### src/rtl/operand_issue_pkg.sv
// Shared definitions for the register-read / issue stage.
//   REG_COUNT, DATA_W, RIP_W : register count, operand width, RIP width
//   reg_idx_t                : 4-bit architectural register index
//   issue_state_t            : issue-stage FSM states
//   reg_onehot()             : one-hot register mask, gated by a valid bit
package operand_issue_pkg;
    localparam int REG_COUNT = 16;
    localparam int DATA_W    = 64;
    localparam int RIP_W     = 32;
    localparam int REG_IDX_W = 4;

    typedef logic [REG_IDX_W-1:0] reg_idx_t;

    typedef enum logic [1:0] {
        RUN    = 2'd0,
        HAZARD = 2'd1,
        DRAIN  = 2'd2,
        HALTED = 2'd3
    } issue_state_t;

    function automatic logic [REG_COUNT-1:0] reg_onehot(input reg_idx_t idx, input logic en);
        logic [REG_COUNT-1:0] mask;
        if (en) begin
            mask = 16'h0001 << idx;
        end else begin
            mask = 16'h0000;
        end
        return mask;
    endfunction
endpackage

### src/rtl/operand_issue_reg_scoreboard.sv
// Register in-use scoreboard.
//   clk, reset             : clock, async active-high reset
//   wb*                    : writeback retirement, forms the clear mask
//   setEn, setDest*        : registers claimed by the instruction being accepted
//   query*                 : registers of the instruction waiting in decode
//   hazard                 : a queried register is still in use after this cycle's clear
//   inUse                  : current scoreboard
//   allClear               : no register in use
module reg_scoreboard
    import operand_issue_pkg::*;
(
    input  logic                 clk,
    input  logic                 reset,
    input  logic                 wbValid,
    input  reg_idx_t             wbDestReg,
    input  reg_idx_t             wbDestRegSpecial,
    input  logic                 wbDestRegSpecialValid,
    input  reg_idx_t             wbSourceReg1,
    input  logic                 wbSourceReg1Valid,
    input  reg_idx_t             wbSourceReg2,
    input  logic                 wbSourceReg2Valid,
    input  logic                 setEn,
    input  reg_idx_t             setDestReg,
    input  reg_idx_t             setDestRegSpecial,
    input  logic                 setDestRegSpecialValid,
    input  reg_idx_t             querySource1,
    input  logic                 querySource1Valid,
    input  reg_idx_t             querySource2,
    input  logic                 querySource2Valid,
    input  reg_idx_t             queryDest,
    input  reg_idx_t             queryDestSpecial,
    input  logic                 queryDestSpecialValid,
    output logic                 hazard,
    output logic [REG_COUNT-1:0] inUse,
    output logic                 allClear
);
    logic [REG_COUNT-1:0] in_use_r;
    logic [REG_COUNT-1:0] clear_mask_s;
    logic [REG_COUNT-1:0] set_mask_s;
    logic [REG_COUNT-1:0] post_clear_s;
    logic [REG_COUNT-1:0] query_mask_s;

    // Clear/set masks and the hazard check against the post-clear view,
    // so a same-cycle writeback releases a waiting instruction.
    always_comb begin
        clear_mask_s = 16'h0000;
        set_mask_s   = 16'h0000;
        if (wbValid) begin
            clear_mask_s = reg_onehot(wbDestReg, 1'b1)
                         | reg_onehot(wbDestRegSpecial, wbDestRegSpecialValid)
                         | reg_onehot(wbSourceReg1, wbSourceReg1Valid)
                         | reg_onehot(wbSourceReg2, wbSourceReg2Valid);
        end else begin
            clear_mask_s = 16'h0000;
        end
        if (setEn) begin
            set_mask_s = reg_onehot(setDestReg, 1'b1)
                       | reg_onehot(setDestRegSpecial, setDestRegSpecialValid);
        end else begin
            set_mask_s = 16'h0000;
        end
        post_clear_s = in_use_r & ~clear_mask_s;
        query_mask_s = reg_onehot(querySource1, querySource1Valid)
                     | reg_onehot(querySource2, querySource2Valid)
                     | reg_onehot(queryDest, 1'b1)
                     | reg_onehot(queryDestSpecial, queryDestSpecialValid);
    end

    // Scoreboard update; set is applied after clear so it wins on a shared register.
    always_ff @(posedge clk or posedge reset) begin
        if (reset) begin
            in_use_r <= 16'h0000;
        end else begin
            in_use_r <= post_clear_s | set_mask_s;
        end
    end

    assign hazard   = |(post_clear_s & query_mask_s);
    assign inUse    = in_use_r;
    assign allClear = (in_use_r == 16'h0000);
endmodule

### src/rtl/operand_issue.sv
// Register-read and issue stage between decode and execute.
//   decode side  : decodeValidIn / issueReadyOut, instruction fields, killIn
//   regFileIn    : architectural register file
//   wb*          : writeback results (bypass) and scoreboard release
//   execute side : execValidOut / execReadyIn, registered payload
//   status       : regInUseBitMapOut, stallCountOut, haltOut
module operand_issue
    import operand_issue_pkg::*;
(
    input  logic              clk,
    input  logic              reset,
    input  logic              decodeValidIn,
    output logic              issueReadyOut,
    input  logic [RIP_W-1:0]  currentRipIn,
    input  reg_idx_t          sourceReg1In,
    input  logic              sourceReg1ValidIn,
    input  reg_idx_t          sourceReg2In,
    input  logic              sourceReg2ValidIn,
    input  reg_idx_t          destRegIn,
    input  reg_idx_t          destRegSpecialIn,
    input  logic              destRegSpecialValidIn,
    input  logic              killIn,
    input  logic [DATA_W-1:0] regFileIn [REG_COUNT],
    input  logic              wbValidIn,
    input  reg_idx_t          wbDestRegIn,
    input  logic [DATA_W-1:0] wbAluResultIn,
    input  reg_idx_t          wbDestRegSpecialIn,
    input  logic              wbDestRegSpecialValidIn,
    input  logic [DATA_W-1:0] wbAluResultSpecialIn,
    input  reg_idx_t          wbSourceReg1In,
    input  reg_idx_t          wbSourceReg2In,
    input  logic              wbSourceReg1ValidIn,
    input  logic              wbSourceReg2ValidIn,
    output logic              execValidOut,
    input  logic              execReadyIn,
    output logic [RIP_W-1:0]  currentRipOut,
    output logic [DATA_W-1:0] operand1Out,
    output logic [DATA_W-1:0] operand2Out,
    output reg_idx_t          destRegOut,
    output reg_idx_t          destRegSpecialOut,
    output logic              destRegSpecialValidOut,
    output reg_idx_t          sourceRegCode1Out,
    output reg_idx_t          sourceRegCode2Out,
    output logic              sourceRegCode1ValidOut,
    output logic              sourceRegCode2ValidOut,
    output logic              regInUseBitMapOut [REG_COUNT],
    output logic [15:0]       stallCountOut,
    output logic              haltOut
);
    issue_state_t         state_r;
    logic                 exec_valid_r;
    logic                 halt_r;
    logic [15:0]          stall_count_r;
    logic                 hazard_s;
    logic                 sb_all_clear_s;
    logic [REG_COUNT-1:0] in_use_s;
    logic                 issue_ready_s;
    logic [DATA_W-1:0]    operand1_s;
    logic [DATA_W-1:0]    operand2_s;

    // Writeback primary result beats special result, which beats the register file.
    function automatic logic [DATA_W-1:0] bypass_operand(
        input logic              srcValid,
        input reg_idx_t          src,
        input logic [DATA_W-1:0] rfValue,
        input logic              wbValid,
        input reg_idx_t          wbDest,
        input logic [DATA_W-1:0] wbResult,
        input logic              wbSpecialValid,
        input reg_idx_t          wbSpecial,
        input logic [DATA_W-1:0] wbSpecialResult
    );
        logic [DATA_W-1:0] value;
        if (!srcValid) begin
            value = 64'h0;
        end else if (wbValid && (wbDest == src)) begin
            value = wbResult;
        end else if (wbValid && wbSpecialValid && (wbSpecial == src)) begin
            value = wbSpecialResult;
        end else begin
            value = rfValue;
        end
        return value;
    endfunction

    reg_scoreboard u_scoreboard (
        .clk                   (clk),
        .reset                 (reset),
        .wbValid               (wbValidIn),
        .wbDestReg             (wbDestRegIn),
        .wbDestRegSpecial      (wbDestRegSpecialIn),
        .wbDestRegSpecialValid (wbDestRegSpecialValidIn),
        .wbSourceReg1          (wbSourceReg1In),
        .wbSourceReg1Valid     (wbSourceReg1ValidIn),
        .wbSourceReg2          (wbSourceReg2In),
        .wbSourceReg2Valid     (wbSourceReg2ValidIn),
        .setEn                 (issue_ready_s),
        .setDestReg            (destRegIn),
        .setDestRegSpecial     (destRegSpecialIn),
        .setDestRegSpecialValid(destRegSpecialValidIn),
        .querySource1          (sourceReg1In),
        .querySource1Valid     (sourceReg1ValidIn),
        .querySource2          (sourceReg2In),
        .querySource2Valid     (sourceReg2ValidIn),
        .queryDest             (destRegIn),
        .queryDestSpecial      (destRegSpecialIn),
        .queryDestSpecialValid (destRegSpecialValidIn),
        .hazard                (hazard_s),
        .inUse                 (in_use_s),
        .allClear              (sb_all_clear_s)
    );

    // Accept decision and bypassed operand read. Reset gates ready so the
    // decode handshake is quiet while reset is held.
    always_comb begin
        issue_ready_s = 1'b0;
        if (!reset && decodeValidIn && ((state_r == RUN) || (state_r == HAZARD))
            && !hazard_s && (!exec_valid_r || execReadyIn)) begin
            issue_ready_s = 1'b1;
        end else begin
            issue_ready_s = 1'b0;
        end
        operand1_s = bypass_operand(sourceReg1ValidIn, sourceReg1In, regFileIn[sourceReg1In],
                                    wbValidIn, wbDestRegIn, wbAluResultIn,
                                    wbDestRegSpecialValidIn, wbDestRegSpecialIn, wbAluResultSpecialIn);
        operand2_s = bypass_operand(sourceReg2ValidIn, sourceReg2In, regFileIn[sourceReg2In],
                                    wbValidIn, wbDestRegIn, wbAluResultIn,
                                    wbDestRegSpecialValidIn, wbDestRegSpecialIn, wbAluResultSpecialIn);
    end

    // Payload register toward execute; holds while execute is stalled.
    always_ff @(posedge clk or posedge reset) begin
        if (reset) begin
            exec_valid_r           <= 1'b0;
            currentRipOut          <= 32'h0;
            operand1Out            <= 64'h0;
            operand2Out            <= 64'h0;
            destRegOut             <= 4'h0;
            destRegSpecialOut      <= 4'h0;
            destRegSpecialValidOut <= 1'b0;
            sourceRegCode1Out      <= 4'h0;
            sourceRegCode2Out      <= 4'h0;
            sourceRegCode1ValidOut <= 1'b0;
            sourceRegCode2ValidOut <= 1'b0;
        end else if (issue_ready_s) begin
            exec_valid_r           <= 1'b1;
            currentRipOut          <= currentRipIn;
            operand1Out            <= operand1_s;
            operand2Out            <= operand2_s;
            destRegOut             <= destRegIn;
            destRegSpecialOut      <= destRegSpecialIn;
            destRegSpecialValidOut <= destRegSpecialValidIn;
            sourceRegCode1Out      <= sourceReg1In;
            sourceRegCode2Out      <= sourceReg2In;
            sourceRegCode1ValidOut <= sourceReg1ValidIn;
            sourceRegCode2ValidOut <= sourceReg2ValidIn;
        end else if (execReadyIn) begin
            exec_valid_r <= 1'b0;
        end
    end

    // Issue FSM with registered halt flag and saturating hazard-stall counter.
    always_ff @(posedge clk or posedge reset) begin
        if (reset) begin
            state_r       <= RUN;
            halt_r        <= 1'b0;
            stall_count_r <= 16'h0000;
        end else begin
            if ((state_r == HAZARD) && decodeValidIn && (stall_count_r != 16'hFFFF)) begin
                stall_count_r <= stall_count_r + 16'd1;
            end
            case (state_r)
                RUN: begin
                    halt_r <= 1'b0;
                    if (issue_ready_s && killIn) begin
                        state_r <= DRAIN;
                    end else if (decodeValidIn && hazard_s) begin
                        state_r <= HAZARD;
                    end else begin
                        state_r <= RUN;
                    end
                end
                HAZARD: begin
                    halt_r <= 1'b0;
                    if (issue_ready_s && killIn) begin
                        state_r <= DRAIN;
                    end else if (issue_ready_s || !decodeValidIn) begin
                        state_r <= RUN;
                    end else begin
                        state_r <= HAZARD;
                    end
                end
                DRAIN: begin
                    if (sb_all_clear_s && !exec_valid_r) begin
                        state_r <= HALTED;
                        halt_r  <= 1'b1;
                    end else begin
                        state_r <= DRAIN;
                        halt_r  <= 1'b0;
                    end
                end
                HALTED: begin
                    state_r <= HALTED;
                    halt_r  <= 1'b1;
                end
                default: begin
                    state_r <= RUN;
                    halt_r  <= 1'b0;
                end
            endcase
        end
    end

    // Unpack the scoreboard vector onto the per-register status outputs.
    always_comb begin
        for (int i = 0; i < REG_COUNT; i++) begin
            regInUseBitMapOut[i] = in_use_s[i];
        end
    end

    assign issueReadyOut = issue_ready_s;
    assign execValidOut  = exec_valid_r;
    assign stallCountOut = stall_count_r;
    assign haltOut       = halt_r;
endmodule
### config.mk
export PLATFORM = sky130hd
export DESIGN_NAME = operand_issue
export DESIGN_NICKNAME = d
export VERILOG_FILES = /design/src/rtl/operand_issue_pkg.sv /design/src/rtl/operand_issue_reg_scoreboard.sv /design/src/rtl/operand_issue.sv
export SDC_FILE = /design/constraint.sdc
export NUM_CORES = 2
export LEC_CHECK = 0
export BUFFER_PORTS_ARGS = -buffer_cell sky130_fd_sc_hd__buf_2
export CAP_MARGIN = 30
export CORE_AREA = 4 4 556 558
export DETAILED_ROUTE_END_ITERATION = 10
export DIE_AREA = 0 0 560 562
export GPL_ROUTABILITY_DRIVEN = 0
export GPL_TIMING_DRIVEN = 0
export PLACE_DENSITY = 0.3
export SLEW_MARGIN = 30
export SYNTH_ARGS = -nofsm -noshare
export SYNTH_HDL_FRONTEND = slang
export SYNTH_SLANG_ARGS = --single-unit
export TNS_END_PERCENT = 10
### constraint.sdc
create_clock -name clk -period 11.9 [get_ports clk]
set_clock_uncertainty 0.1 [all_clocks]
set_input_delay 1.785 -clock clk [delete_from_list [all_inputs] [get_ports clk]]
set_output_delay 1.785 -clock clk [all_outputs]
set_load 0.05 [all_outputs]
; ---- After elaboration in Yosys (flattened, before gate mapping)
; Cells that the tools add are included.
[word_totals]
output_inout_bits = 214
regBits = 215
wordCells = 110
in_bits = 1228
[op_classes]
order_cmp = 2
shift = 8
n_bitwise = 13
addsub = 1
mux = 37
reduce_logical = 26
eq_ne = 8
[op_table]
columns = operator, n
row1 = 64-bit two-way mux, 10
row2 = 64-bit binary-select mux with 4-bit select, 2
row3 = 16-bit two-way mux, 14
row4 = 16-bit bitwise OR, 8
row5 = 1-bit by 4-bit left shift with 16-bit output (first input constant), 8
row6 = 16-bit AND, 2
row7 = 16-bit by 1-bit adder with 16-bit output (second input constant), 1
row8 = 4-bit == test, 4
row9 = 16-bit logical NOT, 1
row10 = 16-bit inequality test (second input constant), 1
row11 = 16-bit inverter, 1
row12 = 16-bit OR reduction, 1
row13 = 1-bit logical AND, 14
row14 = 5-bit >= comparator (second input constant), 2
row15 = 4-bit inverter with 5-bit output, 2
row16 = 2-bit case mux with 4 select lines, 1
row17 = 1-bit two-way mux, 7
row18 = 2-bit == test (second input constant), 2
row19 = 1-bit logical NOT, 4
row20 = 2-bit two-way mux, 2
row21 = 1-bit logical OR, 3
row22 = 1-bit case mux with 3 select lines, 1
row23 = 2-bit by 1-bit == test with 1-bit output (second input constant), 1
row24 = 2-bit logical NOT, 1
row25 = 2 further kinds, 2

; ---- Logic depth before layout (Yosys ltp)
[logic_depth]
ltp_word = 19
ltp_mapped = 12
ltp_nobuf = 7

; ---- Cells and area by module
; Synthesis repeated with hierarchy kept, for this count alone.
[unflattened]
cells_unflattened = 2709
hier_area_um2 = 28152.0
[modules_own_cells]
columns = module, n_inst, cells_each, area_each_um2
row1 = operand_issue, 1, 2431, 26163.8
row2 = reg_scoreboard, 1, 278, 1988.2

; ---- Worst setup path before layout
; No wires, ideal clock.
[synth_path]
path_kind = input to output
from = in reset
to = out issueReadyOut
path_stages = 5
arrival_time_ns = 8.747
setup_slack_ns = 1.268
path_buffers = 2
t_required_ns = 10.015
path_cell_list = inv_1 nand3_1 nor3_2 buf_4 buf_4
[synth_between]
elab_chain_len = 6
[synth_rtl]
columns = element, line
row1 = from (decl), operand_issue.sv:11  ; input logic reset,
row2 = 1-bit logical NOT (no source line), --
row3 = 1-bit logical AND (2 in a row), operand_issue.sv:117  ; if (!reset && decodeValidIn && ((state_r == RUN) || (state_r == HAZARD))
row4 = 1-bit logical AND (2 in a row), operand_issue.sv:118  ; && !hazard_s && (!exec_valid_r || execReadyIn)) begin
row5 = 1-bit two-way mux, operand_issue.sv:117
row6 = to (decl), operand_issue.sv:13  ; output logic issueReadyOut,
; Every way passes these cells.

; ---- Worst setup path in the final report
[layout_path]
from = in wbDestRegSpecialIn[0]
to = out issueReadyOut
[layout_between]
elab_chain_len = 15
[layout_rtl]
columns = element, line
row1 = from (decl), operand_issue.sv:27  ; input reg_idx_t wbDestRegSpecialIn,
row2 = 1-bit by 4-bit left shift with 16-bit output, operand_issue_pkg.sv:24  ; mask = 16'h0001 << idx;
row3 = 16-bit two-way mux, operand_issue_pkg.sv:23  ; if (en) begin
row4 = 16-bit two-way mux, operand_issue_reg_scoreboard.sv:48  ; if (wbValid) begin
row5 = 16-bit bitwise OR, operand_issue_reg_scoreboard.sv:50  ; | reg_onehot(wbDestRegSpecial, wbDestRegSpecialValid)
row6 = 16-bit bitwise OR, operand_issue_reg_scoreboard.sv:51  ; | reg_onehot(wbSourceReg1, wbSourceReg1Valid)
row7 = 16-bit bitwise OR, operand_issue_reg_scoreboard.sv:52  ; | reg_onehot(wbSourceReg2, wbSourceReg2Valid);
row8 = 16-bit two-way mux, operand_issue_reg_scoreboard.sv:48
row9 = 16-bit inverter, operand_issue_reg_scoreboard.sv:62  ; post_clear_s = in_use_r & ~clear_mask_s;
row10 = 16-bit AND, operand_issue_reg_scoreboard.sv:62
row11 = 16-bit AND, operand_issue_reg_scoreboard.sv:78  ; assign hazard = |(post_clear_s & query_mask_s);
row12 = 16-bit OR reduction, operand_issue_reg_scoreboard.sv:78
row13 = 1-bit logical NOT, operand_issue.sv:118
row14 = 1-bit logical AND (2 in a row), operand_issue.sv:118
row15 = 1-bit two-way mux, operand_issue.sv:117
; Every way passes these cells. The select of a mux whose other input is x is not followed.

==> impl_metrics.ini <==
[run_status]
outcome = finished clean

[cts]
clock_latency_ps = 660
clk_pin_slew_ps = 50
post_cts_buffers = 0
ctsResizeCount = 0
cts_sinks = 215
clock_path_buffers = 3
cts_tree = done
cts_root_buf = clkbuf_16
cts_inserted_buffers = 40
cts_hold_buf = 0
htree_levels = 2

[floorplanning]
dieArea_um2 = 314700
pin_count = 1442
initial_core_util_pct = 9.116
die_h_um = 562
dieWidth_um = 560
core_area_um2 = 304500
rows = 203

[critical_path]
slowest_stage = nor3_2
cpPeakStageDelay_ps = 740
cp-start-kind = input port
critPathRequiredTime_ps = 10020
cp-end-kind = output pin
startpoint = wbDestRegSpecialIn[0]
crit_buf_inv = 4
critPathTopFamily = simple AND/OR/NAND/NOR gates
path_cells = buf_2 > or3b_1 > o22ai_1 > o21ai_0 > a22oi_1 > nand4_1 > nor3_2 > buf_4 > buf_4 > buf_2
worstPathArrival_ps = 5190
path_class = input port to output pin
cp_max_fo = 10
rr_startpoint = u_scoreboard.inUse[1]

[run]
drv_cap = 0

[synth]
async_flop_share_pct = 100.0
synth_fp_nets = 3520
ys_seq_area_share_pct = 19.38
avgSynthCellArea_um2 = 12.12
syn_inst = 2291
synth_area_um2 = 27760
yosysWarnings = 0
yosys_register_bits = 215
synth_edf_count = 0
synth_flop_cell = dfrtp_1
yosysUniqueCellTypes = 50

[grt]
gr-usage-all-layers_pct = 24.41
grt-ovfl-total = 0
antenna_found_initial = 364
grt_pass1_wl_um = 477700
grt_max_degree = 74
grt_pass1_vias = 34700

[timing]
fin_crit_sh_pct = 59.48
rsz0062_at_grt = false
setup_viol = 0
slew_viol_final = 0
worst_pin_slew_ps = 1133
layout_min_cycle_time_ps = 7078
fmax_mhz = 141.3
hold_viol_final = 0
slew_headroom_pct = 24.48

[routing]
final_antenna_net_count = 0
drt_iter0_drc = 3926
drc = 0
vias_per_cell = 4.352
detail_route.wl_per_cell_um = 49.47
vias = 35260
finalWirelength_um = 400800
drtPass1Iterations = 6

[finish]
area_growth_pct = 60.37
fin_area_um2 = 44520
regArea_um2 = 5380
fillers = 34520
finalNonFillerCells = 8101
nNetsFinal = 5090
layout-drive-gt1-share_pct = 65.06
multi_input_area_um2 = 21240

[hold_path]
hold_class = register to register
hold_start = operand1Out[8]

[power_and_ir_drop]
leakage_nw = 18.14
p_per_area_nw_per_um2 = 145.8
irDropWorstVdd_v = 0.00009633

[placement]
post-dp-hpwl_um = 349700
portBuffers = 1437
place_inst = 7816
placed_cell_area_um2 = 42400
## worst paths after layout
path	cells after the start	slack, ps	to
worst max-delay path	10	4820	issueReadyOut
worst min-delay path	1	380	operand1Out[8]
worst max register to register	8	8180	operand2Out[37]
worst min register to register	1	380	operand1Out[8]
max in group asynchronous	3	9700	operand1Out[30]
min in group asynchronous	2	1090	stallCountOut[14]
## per-stage QoR
stage                TNS, ps  worst slack (ps)  power, mW  util (%)  hold slack, ps
global route               0              4682      6.712     14.56           404.4
floorplan                  0              1268      3.295         -           363.0
detailed placement         0              4371      5.038     13.92           370.6
CTS                        0              4807      6.574     14.44           382.8
global placement    -1135530             -5847      4.955     13.12           367.0
finish                     0              4822      6.492     14.62           377.5
## power by group
part	switching (mW)	leakage, nW	internal, mW
clock	0.550	0.763	0.930
sequential	0.206	2.75	1.05
combinational	2.64	14.6	1.11
## routing by layer
layer	wire length, µm	up-vias	global-route usage, %	share of wire, %
li1	-	13100	-	-
met1	155500	18350	28.95	39
met4	21430	160	11.17	5.3
met5	1015	-	0	0.25
met2	184000	2840	39.66	46
met3	38940	809	8.399	9.7
## sequential cells by signal (all words and copies together) (netlist names)
signal,count
destRegSpecialValidOut,1
sourceRegCode2ValidOut,1
u_scoreboard.inUse,16
stallCountOut,16
sourceRegCode1ValidOut,1
haltOut,1
operand1Out,64
destRegSpecialOut,4
currentRipOut,32
execValidOut,1
destRegOut,4
sourceRegCode2Out,4
state_r,2
sourceRegCode1Out,4
operand2Out,64
## synthesized netlist by cell type, drive strengths merged, types with 4 or more instances
| cell type | count | area, µm² |
|---|---|---|
| o22ai | 39 | 244.0 |
| nor4 | 14 | 87.58 |
| nand2b | 16 | 100.1 |
| a32oi | 10 | 87.58 |
| and4 | 4 | 35.03 |
| or3b | 5 | 43.80 |
| nor2b | 11 | 68.82 |
| a31oi | 69 | 431.7 |
| nand3b | 10 | 75.07 |
| a22o | 8 | 70.07 |
| a221oi | 14 | 122.6 |
| a21o | 11 | 82.58 |
| mux4 | 522 | 11760 |
| dfrtp | 215 | 5380 |
| o221ai | 13 | 113.9 |
| nor3 | 5 | 30.03 |
| xnor2 | 21 | 183.9 |
| xor2 | 10 | 87.58 |
| o211ai | 149 | 1119 |
| and3 | 4 | 25.02 |
| a21boi | 59 | 442.9 |
| nand2 | 228 | 855.8 |
| buf | 125 | 615.6 |
| or2 | 11 | 68.81 |
| mux2i | 163 | 1632 |
| inv | 6 | 22.52 |
| a22oi | 52 | 390.4 |
| mux2 | 194 | 2185 |
| o21a | 6 | 45.04 |
| clkbuf | 144 | 540.5 |
| nand3 | 27 | 135.1 |
| nand4 | 10 | 62.56 |
| o21ai | 95 | 475.5 |
| nor2 | 7 | 26.28 |
## final cells by class
class / count / share of cell area [%]
inverter: 6 / 0.06745
antenna: 212 / 1.192
tap: 3997 / 11.23
clock buffer: 51 / 2.431
multi-input combinational: 1801 / 47.70
timing repair buffer: 1528 / 20.99
sequential: 215 / 12.09
buffer: 269 / 3.198
clock inverter: 22 / 1.107
## cell usage in the layout (no fill, tap or decap), drive strengths merged, types with 3 or more instances in the layout
cell,count
buf,1652
a32oi,10
o21a,6
o21ai,95
a22oi,52
a21boi,59
and2,3
and3,4
or2,11
a31oi,69
a21o,11
mux4,522
nor2b,11
nor4,14
diode,212
mux2,194
dfrtp,215
o211ai,149
nor2,7
a22o,8
inv,7
xor2,10
o221ai,13
nor3,5
xnor2,21
a32o,3
nand4,10
clkinv,7
and4,4
nand3,27
clkbuf,196
nand2,228
a221oi,14
or3b,5
bufinv,13
mux2i,163
nand3b,10
nand2b,16
o22ai,39
## cell families after synthesis
kind of cell	synth area share, %
and+or+nand+nor	5.972
AOI/OAI and AO/OA	13.28
xor gates and xnor gates	0.9780
muxes	56.10
DFF	19.38
buffers and inverters	4.246
adders and majority gates	0.04506
Note: power is estimated with default switching activity, not from simulation.
